File: config.mk
export PLATFORM = sky130hd
export DESIGN_NAME = wb_master_engine
export DESIGN_NICKNAME = d
export VERILOG_FILES = /design/src/rtl/wb_master_pkg.sv /design/src/rtl/wb_cycle_timer.sv /design/src/rtl/wb_master_engine.sv
export SDC_FILE = /design/constraint.sdc
export NUM_CORES = 1
export LEC_CHECK = 0
export ABC_AREA = 1
export CAP_MARGIN = 20
export CORE_AREA = 3 3 212 214
export DETAILED_ROUTE_END_ITERATION = 8
export DIE_AREA = 0 0 215 217
export MAX_ROUTING_LAYER = met4
export PLACE_DENSITY = 0.63
export RECOVER_POWER = 100
export SLEW_MARGIN = 20
export SYNTH_ARGS = -nofsm -noshare
export SYNTH_HDL_FRONTEND = slang
export SYNTH_SLANG_ARGS = --single-unit
File: constraint.sdc
create_clock -name clk -period 1.9 [get_ports clk]
set_input_delay 0.38 -clock clk [delete_from_list [all_inputs] [get_ports clk]]
set_output_delay 0.38 -clock clk [all_outputs]
set_load 0.02 [all_outputs]
File: src/rtl/wb_master_pkg.sv
// Shared types and default widths for the single-transfer Wishbone classic master.
package wb_master_pkg;

  localparam int unsigned WbAddrW = 64;
  localparam int unsigned WbDataW = 64;
  localparam int unsigned WbSelW  = WbDataW / 8;
  localparam int unsigned WbTagW  = 16;

  typedef enum logic [1:0] {
    WbOk           = 2'd0,
    WbErr          = 2'd1,
    WbRtyExhausted = 2'd2,
    WbTimeout      = 2'd3
  } wb_status_e;

  typedef enum logic [1:0] {
    StIdle = 2'd0,
    StBus  = 2'd1,
    StGap  = 2'd2,
    StResp = 2'd3
  } wb_mst_state_e;

  typedef struct packed {
    logic               we;
    logic               lock;
    logic [WbAddrW-1:0] adr;
    logic [WbDataW-1:0] dat;
    logic [WbSelW-1:0]  sel;
    logic [WbTagW-1:0]  tga;
    logic [WbTagW-1:0]  tgc;
    logic [WbTagW-1:0]  tgd;
  } wb_cmd_t;

endpackage

File: src/rtl/wb_cycle_timer.sv
// Loadable saturating down-counter; o_tc is high while the count sits at zero.
module wb_cycle_timer #(
  parameter int unsigned WIDTH = 9
) (
  input  logic             clk,
  input  logic             rst_n,
  input  logic             i_load,
  input  logic [WIDTH-1:0] i_load_val,
  input  logic             i_en,
  output logic             o_tc
);

  logic [WIDTH-1:0] r_cnt;

  always_ff @(posedge clk or negedge rst_n) begin
    if (!rst_n) begin
      r_cnt <= '0;
    end else if (i_load) begin
      r_cnt <= i_load_val;
    end else if (i_en && (r_cnt != '0)) begin
      r_cnt <= r_cnt - WIDTH'(1);
    end
  end

  assign o_tc = (r_cnt == '0);

endmodule

File: src/rtl/wb_master_engine.sv
// Wishbone B4 classic master: one bus cycle per command, with RTY backoff and a
// no-termination timeout, reporting status/data on a valid/ready response port.
module wb_master_engine
  import wb_master_pkg::*;
#(
  parameter int unsigned ADDR_W      = WbAddrW,
  parameter int unsigned DATA_W      = WbDataW,
  parameter int unsigned TAG_W       = WbTagW,
  parameter int unsigned MAX_RETRY   = 3,
  parameter int unsigned RETRY_GAP   = 2,
  parameter int unsigned TIMEOUT_CYC = 256,
  localparam int unsigned SEL_W      = DATA_W / 8,
  localparam int unsigned RET_W      = (MAX_RETRY > 0) ? $clog2(MAX_RETRY + 1) : 1
) (
  input  logic              clk,
  input  logic              rst_n,
  input  logic              cmd_valid,
  output logic              cmd_ready,
  input  logic              cmd_we,
  input  logic              cmd_lock,
  input  logic [ADDR_W-1:0] cmd_adr,
  input  logic [DATA_W-1:0] cmd_dat,
  input  logic [SEL_W-1:0]  cmd_sel,
  input  logic [TAG_W-1:0]  cmd_tga,
  input  logic [TAG_W-1:0]  cmd_tgc,
  input  logic [TAG_W-1:0]  cmd_tgd,
  output logic              rsp_valid,
  input  logic              rsp_ready,
  output logic [1:0]        rsp_status,
  output logic [DATA_W-1:0] rsp_dat,
  output logic [TAG_W-1:0]  rsp_tgd,
  output logic [RET_W-1:0]  rsp_retries,
  output logic              CYC_O,
  output logic              STB_O,
  output logic              WE_O,
  output logic              LOCK_O,
  output logic [ADDR_W-1:0] ADR_O,
  output logic [DATA_W-1:0] DAT_O,
  output logic [SEL_W-1:0]  SEL_O,
  output logic [TAG_W-1:0]  TGA_O,
  output logic [TAG_W-1:0]  TGC_O,
  output logic [TAG_W-1:0]  TGD_O,
  input  logic              ACK_I,
  input  logic              ERR_I,
  input  logic              RTY_I,
  input  logic [DATA_W-1:0] DAT_I,
  input  logic [TAG_W-1:0]  TGD_I
);

  localparam int unsigned TmrMax = (TIMEOUT_CYC > RETRY_GAP) ? TIMEOUT_CYC : RETRY_GAP;
  localparam int unsigned TmrW   = $clog2(TmrMax + 1);
  // Timer counts down to zero, so a wait of N edges loads N-1.
  localparam logic [TmrW-1:0]  GapLoad   = TmrW'((RETRY_GAP > 0) ? RETRY_GAP - 1 : 0);
  localparam logic [TmrW-1:0]  ToLoad    = TmrW'((TIMEOUT_CYC > 0) ? TIMEOUT_CYC - 1 : 0);
  localparam logic [RET_W-1:0] MaxRetryV = RET_W'(MAX_RETRY);
  localparam bit               TimeoutEn = (TIMEOUT_CYC != 0);

  wb_mst_state_e     r_state;
  logic              r_cmd_ready;
  logic              r_cyc;
  logic              r_stb;
  logic              r_we;
  logic              r_lock;
  logic [ADDR_W-1:0] r_adr;
  logic [DATA_W-1:0] r_dat;
  logic [SEL_W-1:0]  r_sel;
  logic [TAG_W-1:0]  r_tga;
  logic [TAG_W-1:0]  r_tgc;
  logic [TAG_W-1:0]  r_tgd;
  logic              r_rsp_valid;
  wb_status_e        r_status;
  logic [DATA_W-1:0] r_rsp_dat;
  logic [TAG_W-1:0]  r_rsp_tgd;
  logic [RET_W-1:0]  r_retries;

  logic            w_accept;
  logic            w_done;
  logic            w_retry;
  wb_status_e      w_status;
  logic            w_tmr_load;
  logic [TmrW-1:0] w_tmr_val;
  logic            w_tmr_en;
  logic            w_tmr_tc;

  assign w_accept = r_cmd_ready && cmd_valid;

  wb_cycle_timer #(
    .WIDTH(TmrW)
  ) u_timer (
    .clk       (clk),
    .rst_n     (rst_n),
    .i_load    (w_tmr_load),
    .i_load_val(w_tmr_val),
    .i_en      (w_tmr_en),
    .o_tc      (w_tmr_tc)
  );

  // Termination decode (ERR > RTY > ACK) and timer control.
  always_comb begin
    w_done     = 1'b0;
    w_retry    = 1'b0;
    w_status   = WbOk;
    w_tmr_load = 1'b0;
    w_tmr_val  = ToLoad;
    w_tmr_en   = 1'b0;
    unique case (r_state)
      StIdle: w_tmr_load = w_accept;
      StBus: begin
        if (ERR_I) begin
          w_done   = 1'b1;
          w_status = WbErr;
        end else if (RTY_I) begin
          if (r_retries < MaxRetryV) begin
            w_retry    = 1'b1;
            w_tmr_load = 1'b1;
            w_tmr_val  = GapLoad;
          end else begin
            w_done   = 1'b1;
            w_status = WbRtyExhausted;
          end
        end else if (ACK_I) begin
          w_done = 1'b1;
        end else begin
          w_tmr_en = 1'b1;
          if (TimeoutEn && w_tmr_tc) begin
            w_done   = 1'b1;
            w_status = WbTimeout;
          end
        end
      end
      StGap: begin
        if (w_tmr_tc) w_tmr_load = 1'b1;
        else          w_tmr_en   = 1'b1;
      end
      default: ;
    endcase
  end

  always_ff @(posedge clk or negedge rst_n) begin
    if (!rst_n) begin
      r_state     <= StIdle;
      r_cmd_ready <= 1'b0;
      r_cyc       <= 1'b0;
      r_stb       <= 1'b0;
      r_we        <= 1'b0;
      r_lock      <= 1'b0;
      r_adr       <= '0;
      r_dat       <= '0;
      r_sel       <= '0;
      r_tga       <= '0;
      r_tgc       <= '0;
      r_tgd       <= '0;
      r_rsp_valid <= 1'b0;
      r_status    <= WbOk;
      r_rsp_dat   <= '0;
      r_rsp_tgd   <= '0;
      r_retries   <= '0;
    end else begin
      unique case (r_state)
        StIdle: begin
          r_cmd_ready <= ~w_accept;
          if (w_accept) begin
            r_we      <= cmd_we;
            r_lock    <= cmd_lock;
            r_adr     <= cmd_adr;
            r_dat     <= cmd_dat;
            r_sel     <= cmd_sel;
            r_tga     <= cmd_tga;
            r_tgc     <= cmd_tgc;
            r_tgd     <= cmd_tgd;
            r_retries <= '0;
            r_cyc     <= 1'b1;
            r_stb     <= 1'b1;
            r_state   <= StBus;
          end
        end
        StBus: begin
          if (w_retry) begin
            r_retries <= r_retries + RET_W'(1);
            r_cyc     <= 1'b0;
            r_stb     <= 1'b0;
            r_state   <= StGap;
          end else if (w_done) begin
            r_cyc       <= 1'b0;
            r_stb       <= 1'b0;
            r_rsp_valid <= 1'b1;
            r_status    <= w_status;
            r_rsp_dat   <= (w_status == WbOk && !r_we) ? DAT_I : '0;
            r_rsp_tgd   <= (w_status == WbOk && !r_we) ? TGD_I : '0;
            r_state     <= StResp;
          end
        end
        StGap: begin
          if (w_tmr_tc) begin
            r_cyc   <= 1'b1;
            r_stb   <= 1'b1;
            r_state <= StBus;
          end
        end
        StResp: begin
          if (rsp_ready) begin
            r_rsp_valid <= 1'b0;
            r_cmd_ready <= 1'b1;
            r_state     <= StIdle;
          end
        end
        default: r_state <= StIdle;
      endcase
    end
  end

  assign cmd_ready   = r_cmd_ready;
  assign rsp_valid   = r_rsp_valid;
  assign rsp_status  = r_status;
  assign rsp_dat     = r_rsp_dat;
  assign rsp_tgd     = r_rsp_tgd;
  assign rsp_retries = r_retries;
  assign CYC_O       = r_cyc;
  assign STB_O       = r_stb;
  assign WE_O        = r_we;
  assign LOCK_O      = r_lock;
  assign ADR_O       = r_adr;
  assign DAT_O       = r_dat;
  assign SEL_O       = r_sel;
  assign TGA_O       = r_tga;
  assign TGC_O       = r_tgc;
  assign TGD_O       = r_tgd;

endmodule

Yosys cells after proc, flatten, opt, wreduce, memory -nomap -nowiden --
Index checks and enable logic that the tools add are counted.
Cells by class: multipliers 0, div/mod/pow operators 0, multiplexer cells 50, reduce and logical (&&, ||, !) cells 20, equal/unequal tests 10, bitwise gates (word level) 2, add/subtract/negate cells 2, magnitude comparators 1, shift-type cells 0
Operators with widths (count):
- $mux W64 | 1
- $mux W8 | 4
- $mux W2 | 13
- $mux W1 | 22
- $mux W9 | 2
- $mux W16 | 1
- $reduce_and A4 Y1 | 3
- $ne A2 B2 Y1 const B | 5
- $logic_not A9 Y1 | 1
- $reduce_bool A9 Y1 | 1
- $sub A9 B1 Y9 const B | 1
- $pmux W2 S4 | 1
- $reduce_bool A2 Y1 | 4
- $pmux W1 S2 | 3
- $pmux W1 S3 | 2
- $reduce_and A3 Y1 | 2
- $eq A2 B2 Y1 const B | 2
- $logic_not A2 Y1 | 2
- $pmux W2 S2 | 1
- $reduce_and A2 Y1 | 2
- $logic_and A1 B1 Y1 | 3
- $ne A3 B3 Y1 const B | 1
- $reduce_bool A3 Y1 | 1
- $add A2 B1 Y2 const B | 1
- 5 further kinds | 6
Storage, ports and cells: bits in writable memories 0, output and inout port bits 274, bits in registers 284, ROM bits 0, input port bits 273, word-level logic and storage cells 102, memories 0, latch bits 0

Longest topological paths before layout --
Gate-level depths: netlist (run 1).
word-level depth 9, gate-level depth with buffers 13, mapped depth without buffers 11

Modules after synthesis --
From an unflattened synthesis (run 1), not the netlist that was laid out.
Second synthesis, totals: cells, all modules 928, area total of the unflattened synthesis 11240.8 µm²
Modules (own cells, without submodules):
- wb_master_engine | area each 10581.4 µm², times used 1, cells an instance 829, sequential area each 6881.6 µm²
- wb_cycle_timer | area each 659.4 µm², times used 1, cells an instance 99, sequential area each 225.2 µm²

Least setup slack after synthesis (run 1) --
No wires, ideal clock.
kind reg-to-reg, from reg u_timer.r_cnt[0], to reg r_status[0], in the netlist rsp_status[0], period minus slack after synthesis 1687 ps, data arrival time 1564 ps, path buffers 3, library setup time 123 ps, slack 213 ps, stages on the path, launching flop included 13, data required time 1777 ps, path through dfrtp_1 -> inv_1 -> ha_1 -> nand2_1 -> nor2_2 -> nand2_2 -> nand2_1 -> nand3_1 -> buf_4 -> buf_6 -> buf_6 -> nand2_1 -> nand2_1
On the way: word-level cells in the longest chain between the ends 7, elaborated cells between the ends (all ways) 12, those cells by class mux (10); reduce/logical (2)
RTL lines:
- start: declaration | RTL line wb_cycle_timer.sv:13 | logic [WIDTH-1:0] r_cnt;
- start signal: assignment | RTL line wb_cycle_timer.sv:19 | r_cnt <= i_load_val;
- start signal: assignment | RTL line wb_cycle_timer.sv:21 | r_cnt <= r_cnt - WIDTH'(1);
- $logic_not A9 Y1 (*) | RTL line wb_cycle_timer.sv:25 | assign o_tc = (r_cnt == '0);
- $mux W1 | RTL line wb_master_engine.sv:125 | if (TimeoutEn && w_tmr_tc) begin
- $mux W1 | RTL line wb_master_engine.sv:121 | end else if (ACK_I) begin
- $mux W1 | RTL line wb_master_engine.sv:112 | end else if (RTY_I) begin
- $mux W1 | RTL line wb_master_engine.sv:109 | if (ERR_I) begin
- $mux W1 | RTL line wb_master_engine.sv:106 | unique case (r_state)
- $reduce_and A3 Y1 (no line)
- end signal: assignment | RTL line wb_master_engine.sv:154 | r_status <= WbOk;
- end signal: assignment | RTL line wb_master_engine.sv:187 | r_status <= w_status;
- end: declaration | RTL line wb_master_engine.sv:71 | wb_status_e r_status;
Mark *: on every way between the ends. The rest lies on a longest branch, timed or not. A chain may end at the register's enable or synchronous reset.

Worst setup path in the final report (run 1) --
from reg r_dat[15], in the netlist DAT_O[15], to out DAT_O[15]
RTL lines:
- start: declaration | RTL line wb_master_engine.sv:65 | logic [DATA_W-1:0] r_dat;
- start signal: assignment | RTL line wb_master_engine.sv:166 | r_dat <= cmd_dat;
- end: declaration | RTL line wb_master_engine.sv:38 | output logic [DATA_W-1:0] DAT_O,
No word-level cell between the ends.

==> results.json, run 1 <==
{
  "run_status": "finished, final reports clean",
  "powerDensity_nw_per_um2": 1603,
  "htreeDepth": 2,
  "drv_slew": 0,
  "cts_tree": "done",
  "nFillCells": 4302,
  "cellLeakagePower_nw": 10.64,
  "grt-ovfl-total": 0,
  "max_freq_mhz": 539.9,
  "syn_area_per_cell_um2": 8.123,
  "die_area_um2": 46660,
  "routed_wl_um": 44020,
  "multi_input_area_um2": 4145,
  "coreArea_um2": 43080,
  "seqCellArea_um2": 7107,
  "first_global_vias": 11950,
  "port_buffers": 546,
  "yosys.area.top_type": "dfrtp_1",
  "ys_seq_area_share_pct": 59.36,
  "synth_top_family_by_area": "simple AND/OR/NAND/NOR gates",
  "drtPass1Iterations": 7,
  "setup_ws_ps": 47.93,
  "syn_nets": 1754,
  "crit_path_top_delay_cell": "clkdlybuf4s50_1",
  "wl_per_cell_um": 16.44,
  "ir_drop_mv": 0.9434,
  "synth.area.mux_share_pct": 0,
  "clk_pin_slew_ps": 60,
  "die_w_um": 215,
  "final_area_um2": 19320,
  "final.setup_skew_ps": 16.02,
  "hpwl_um": 32130,
  "fp.dieH_um": 217,
  "syn-cell-area_um2": 11970,
  "ant_nets": 0,
  "cp_data_arrival_time_ps": 1470,
  "place_congestion": 0.8299,
  "clk_latency_ps": 520,
  "grt_pass1_wl_um": 67490,
  "stdcell_count": 2677,
  "placed_cells": 2602,
  "cts.sinks": 284,
  "vias": 11670,
  "fin_setup_tns_ps": 0,
  "maxCapViolCount": 0,
  "setup_viol": 0,
  "globalRouteTotalUtil_pct": 18.62,
  "netlist_instances": 1474,
  "cp-start-kind": "register",
  "synth.top_cell.area_share_pct": 59.36,
  "nNetsFinal": 2345,
  "yosysWarnings": 0,
  "clockBufferDepth": 3,
  "finalHoldViolCount": 0,
  "endpoint_kind": "primary output",
  "path_cells": "clkdlybuf4s50_1",
  "grt_start_max_net_pins": 83,
  "drt_iter0_markers": 768,
  "synth_cell_types": 23,
  "vias_per_cell": 4.358,
  "slew_headroom_pct": 31.29,
  "period_needed_ps": 1852,
  "dpl_cell_area_um2": 18580,
  "synth_fa_ha_area_share_pct": 0.7315,
  "root_buffer": "clkbuf_16",
  "synth_compound_area_share_pct": 0.6375,
  "critPathTopFamily": "buffers and inverters",
  "cts_made_buffers": 34,
  "synth_top_cells_by_area": "dfrtp_1 (59%), nand2_1 (25%), nand3_1 (4.2%)",
  "drc_errors": 0,
  "initial_core_util_pct": 27.79,
  "criticalPathCategory": "reg -> out",
  "rows": 76,
  "finalHoldWorstSlack_ps": 393.3,
  "cp.required_ps": 1520,
  "r2r-start": "r_state[1]",
  "layout-drive-gt1-share_pct": 7.423,
  "worst-path-buf-inv": 1,
  "synth-seq-cells": 284,
  "preCtsSetupSlack_ps": -207.6,
  "crit_fanout": 2,
  "ios": 547,
  "tightest_slew_ps": 1031,
  "synthSimpleGateAreaFrac_pct": 32.28,
  "startpoint": "DAT_O[15]",
  "synth_xor_area_share_pct": 0.3658,
  "area_growth_pct": 61.41,
  "antenna_found_initial": 4,
  "worstHoldPathType": "in -> reg",
  "min_from": "cmd_adr[36]",
  "period_share_pct": 97.48,
  "max_stage_delay_ps": 600
}
[logic make-up (layout without fill, tap and decap cells)]
logic type               Yosys count  in the layout
flip-flops                       284            284
AO/OA/AOI/OAI                     12             12
other                              0              4
adder cells (fa/ha/maj)            7              7
XOR/XNOR                           5              5
AND/OR/NAND/NOR                  989            990
buffers and inverters            177            790
[per-layer routing]
metal  vias to the layer above  share of wire, %  global-route usage [%]  routed length [µm]
met5                         -                 0                       -                   0
met4                         0               2.4                   5.684                1075
met3                        62               9.1                   6.576                4026
met2                       470                48                   30.17               20960
met1                      5504                41                   21.91               17950
li1                       5631                 -                       -                   -
[Yosys cell counts]
cell / count
nand2_1: 786
dfrtp_1: 284
nand3_1: 101
inv_1: 95
nor2_1: 91
buf_2: 34
clkbuf_1: 26
buf_6: 8
o21ai_0: 8
buf_4: 7
ha_1: 7
inv_2: 4
nand4_1: 4
buf_1: 3
nor2_2: 3
xor2_1: 3
a22o_1: 2
nand2_2: 2
xnor2_1: 2
a21oi_2: 1
a32o_1: 1
nor3_1: 1
or2_2: 1
[what timing repair did]
item	CTS	global route
hold buffers	1	0
hold endpoints to repair	45	0
setup endpoints to repair	248	102
pin swaps	0	2
buffers inserted	0	5
resized for setup	248	40
cloned	0	6
[cell type report]
cell class	count	share of cell area [%]
Antenna cell	4	0.05180
Clock buffer	50	5.290
Clock inverter	9	0.2978
Inverter	99	1.949
Multi-Input combinational cell	1014	21.45
Sequential cell	284	36.78
Tap cell	585	3.788
Timing Repair Buffer	632	30.40
[state kept, by name (all words and copies together), names as in the netlist]
signal / count
rsp_retries: 2
SEL_O: 8
STB_O: 1
r_state: 2
cmd_ready: 1
TGC_O: 16
TGA_O: 16
rsp_valid: 1
WE_O: 1
rsp_status: 2
rsp_tgd: 16
TGD_O: 16
LOCK_O: 1
u_timer.r_cnt: 9
ADR_O: 64
rsp_dat: 64
DAT_O: 64
[per-stage QoR]
stage               total power, mW  utilization (%)
floorplan                     18.12                -
global placement              26.17            43.14
detailed placement            26.42            43.14
CTS                           31.32            44.95
global route                  33.22            44.86
finish                        30.99            44.86
[cells in the final DEF (no fill, tap or decap), drive strengths merged, types with 6 or more instances in the layout]
master / instances
buf: 65
clkbuf: 94
clkdlybuf4s50: 274
clkinv: 6
dfrtp: 284
dlygate4sd2: 248
ha: 7
inv: 100
nand2: 788
nand3: 102
nor2: 94
o21ai: 8
[path summary, 6_finish.rpt]
path	end	slack (ps)	cells after the start
worst min-delay path	ADR_O[36]	390	3
min in group asynchronous	rsp_dat[22]	610	2
worst max-delay path	DAT_O[15]	50	1
worst max register to register	rsp_tgd[3]	120	9
max in group asynchronous	rsp_dat[20]	270	3
worst min register to register	DAT_O[50]	470	2
[report_power, final]
group	internal, mW	switching, mW	total (mW)
Sequential	8.68	1.49	10.2
Combinational	5.51	9.02	14.5
Clock	3.73	2.56	6.29
(Power assumes the default switching activity.)
==> inputs of run 2 (changes only) <==
--- a/config.mk
+++ b/config.mk
@@ -11,7 +11,7 @@
 export DETAILED_ROUTE_END_ITERATION = 8
 export DIE_AREA = 0 0 215 217
 export MAX_ROUTING_LAYER = met4
-export PLACE_DENSITY = 0.63
+export PLACE_DENSITY_LB_ADDON = 0.05
 export RECOVER_POWER = 100
 export SLEW_MARGIN = 20
 export SYNTH_ARGS = -nofsm -noshare
==> run 2 against run 1 <==
Cell count is 1.3% lower. Critical path depth did not move. Highest routed layer unchanged. Utilization down 0.76 points. Global-route usage up 1.5 points. Total power is 0.47% lower. Non-clock buffer count shrank 30. Critical endpoint is now rsp_dat[27]. Sequential share of layout area grew 0.63 points. Design area fell by 1.7%. Sequential cell count stayed put. Count of clock-buffer cells in the layout is the same. Clock skew up 1.7 ps. Register-to-register slack is essentially flat.
==> results.json, run 2 (synthesis gave the netlist of run 1 again) <==
{
  "max_stage_delay_ps": 630,
  "hold_end": "ADR_O[50]",
  "tightest_slew_ps": 948.8,
  "routed_wl_um": 47300,
  "drt_iter0_markers": 727,
  "slew_headroom_pct": 36.74,
  "max_freq_mhz": 538.6,
  "place_congestion": 0.8212,
  "cp.required_ps": 1520,
  "drv_slew": 0,
  "regToRegEndpoint": "rsp_dat[23]",
  "multi_input_area_um2": 4150,
  "period_needed_ps": 1857,
  "hpwl_um": 34420,
  "cts_tree": "done",
  "cp_data_arrival_time_ps": 1480,
  "p_clk_share_pct": 20.6,
  "htreeDepth": 2,
  "rows": 76,
  "worst-path-buf-inv": 1,
  "die_w_um": 215,
  "ios": 547,
  "globalRouteTotalUtil_pct": 20.10,
  "finalHoldWorstSlack_ps": 377.4,
  "port_buffers": 546,
  "r2r-start": "u_timer.r_cnt[0]",
  "final_common_cell": "nand2_1",
  "reg2reg_slack_ps": 110,
  "cts.sinks": 284,
  "coreArea_um2": 43080,
  "min_from": "cmd_adr[50]",
  "setup_viol": 0,
  "clk_latency_ps": 530,
  "initial_core_util_pct": 27.79,
  "clockBufferDepth": 3,
  "p_sw_share_pct": 42.77,
  "seqCellArea_um2": 7107,
  "ant_nets": 0,
  "nFillCells": 4441,
  "layout-drive-gt1-share_pct": 5.985,
  "worstHoldPathType": "in -> reg",
  "area_growth_pct": 58.68,
  "root_buffer": "clkbuf_16",
  "reg2reg_depth": 12,
  "finalHoldViolCount": 0,
  "final_cell_mix": "nand2_1 (783), dfrtp_1 (284), clkdlybuf4s50_1 (276), dlygate4sd2_1 (249), nand3_1 (99)",
  "wl_per_cell_um": 17.90,
  "clk_pin_slew_ps": 60,
  "cellLeakagePower_nw": 10.46,
  "seqPwrFrac_pct": 32.9,
  "comb_power_share_pct": 46.5,
  "grt_pass1_wl_um": 70900,
  "ir_drop_mv": 0.6606,
  "crit_fanout": 2,
  "endpoint_kind": "primary output",
  "vias_per_cell": 4.287,
  "run_status": "finished, final reports clean",
  "nNetsFinal": 2315,
  "vias": 11330,
  "worstHoldPathCells": 3,
  "final.setup_skew_ps": 17.70,
  "period_share_pct": 97.72,
  "placed_cells": 2578,
  "totalPowerFinal_mw": 30.84,
  "path_cells": "clkdlybuf4s50_1",
  "fp.dieH_um": 217,
  "grt-ovfl-total": 0,
  "cp-start-kind": "register",
  "drtPass1Iterations": 4,
  "grt_start_max_net_pins": 85,
  "cts_made_buffers": 35,
  "maxCapViolCount": 0,
  "p_int_mw": 17.65,
  "first_global_vias": 11620,
  "crit_path_top_delay_cell": "clkdlybuf4s50_1",
  "die_area_um2": 46660,
  "critPathTopFamily": "buffers and inverters",
  "drc_errors": 0,
  "stdcell_count": 2642,
  "power_switching_mw": 13.19,
  "criticalPathCategory": "reg -> out",
  "fin_setup_tns_ps": 0,
  "antenna_found_initial": 2,
  "powerDensity_nw_per_um2": 1623
}
## run 2: cell types whose count changed in the layout (fill, tap and decap cells not counted), moves of 3 or more
cell / delta
buf_4: -20
buf_12: -10
clkbuf_8: -3
ha_1: -3
buf_6: +4
clkbuf_2: -4
## run 2: power by group through the flow
stage               clock network, mW  registers (mW)  logic, mW
floorplan                           0            13.2       4.97
global placement                    0            10.2       16.2
detailed placement                  0            10.2       16.2
CTS                              6.61            10.2       14.6
global route                     6.85            10.5       15.7
finish                           6.34            10.1       14.4
## run 2: layout make-up
class | instances | share of cell area, %
clock inverters | 7 | 0.3359
diodes | 2 | 0.02634
flip-flops and latches | 284 | 37.41
multi-input cells | 1013 | 21.85
clock buffers | 50 | 5.223
repair buffers | 602 | 29.33
well taps | 585 | 3.853
inverters | 99 | 1.982
## run 2: worst max-delay path by stage
stage                                   to  cells after the start  slack, ps             start
after floorplan              rsp_status[0]                     12        210  u_timer.r_cnt[0]
after global placement    u_timer.r_cnt[3]                     12        -40             ERR_I
after detailed placement       rsp_tgd[15]                      8        -80             ERR_I
after CTS                        ADR_O[53]                      1        0.3         ADR_O[53]
after global routing           rsp_dat[23]                     11        -20    rsp_retries[0]
final                          rsp_dat[27]                      1         40       rsp_dat[27]
## run 2: stage by stage
step                      utilization, %  cell area (µm²)  setup WS (ps)
after floorplan                        -            11970          212.9
after global placement             42.57            18340         -44.50
after detailed placement           42.57            18340         -76.97
after CTS                          44.32            19090         0.2600
after global routing               44.10            19000         -20.73
final                              44.10            19000          43.25
## run 2: routing by layer
layer	vias up	wire, µm	global-route usage [%]
met5	-	0	-
met4	0	1272	6.411
li1	5552	-	-
met1	5323	19560	24.01
met3	56	4418	7.651
met2	396	22050	31.59
## run 2: tightest hold or removal path: stages
cell,delay (ps)
clkdlybuf4s50_1,390
nand2_1,60
nand2_1,40
## run 2: what timing repair did
action / in CTS / in global routing
endpoints found under the hold margin: 25 / 0
endpoints found under the setup margin: 249 / 101
pin swaps: 0 / 2
cloned: 0 / 3
gates resized for setup: 249 / 33
hold buffers: 1 / 0
buffers inserted: 0 / 1
==> inputs of run 3 (changes only) <==
--- a/config.mk
+++ b/config.mk
@@ -10,6 +10,7 @@
 export CORE_AREA = 3 3 212 214
 export DETAILED_ROUTE_END_ITERATION = 8
 export DIE_AREA = 0 0 215 217
+export GPL_ROUTABILITY_DRIVEN = 0
 export MAX_ROUTING_LAYER = met4
 export PLACE_DENSITY_LB_ADDON = 0.05
 export RECOVER_POWER = 100
==> results of run 3 <==
Final layout, timing and power as in run 2 (identical DEF).
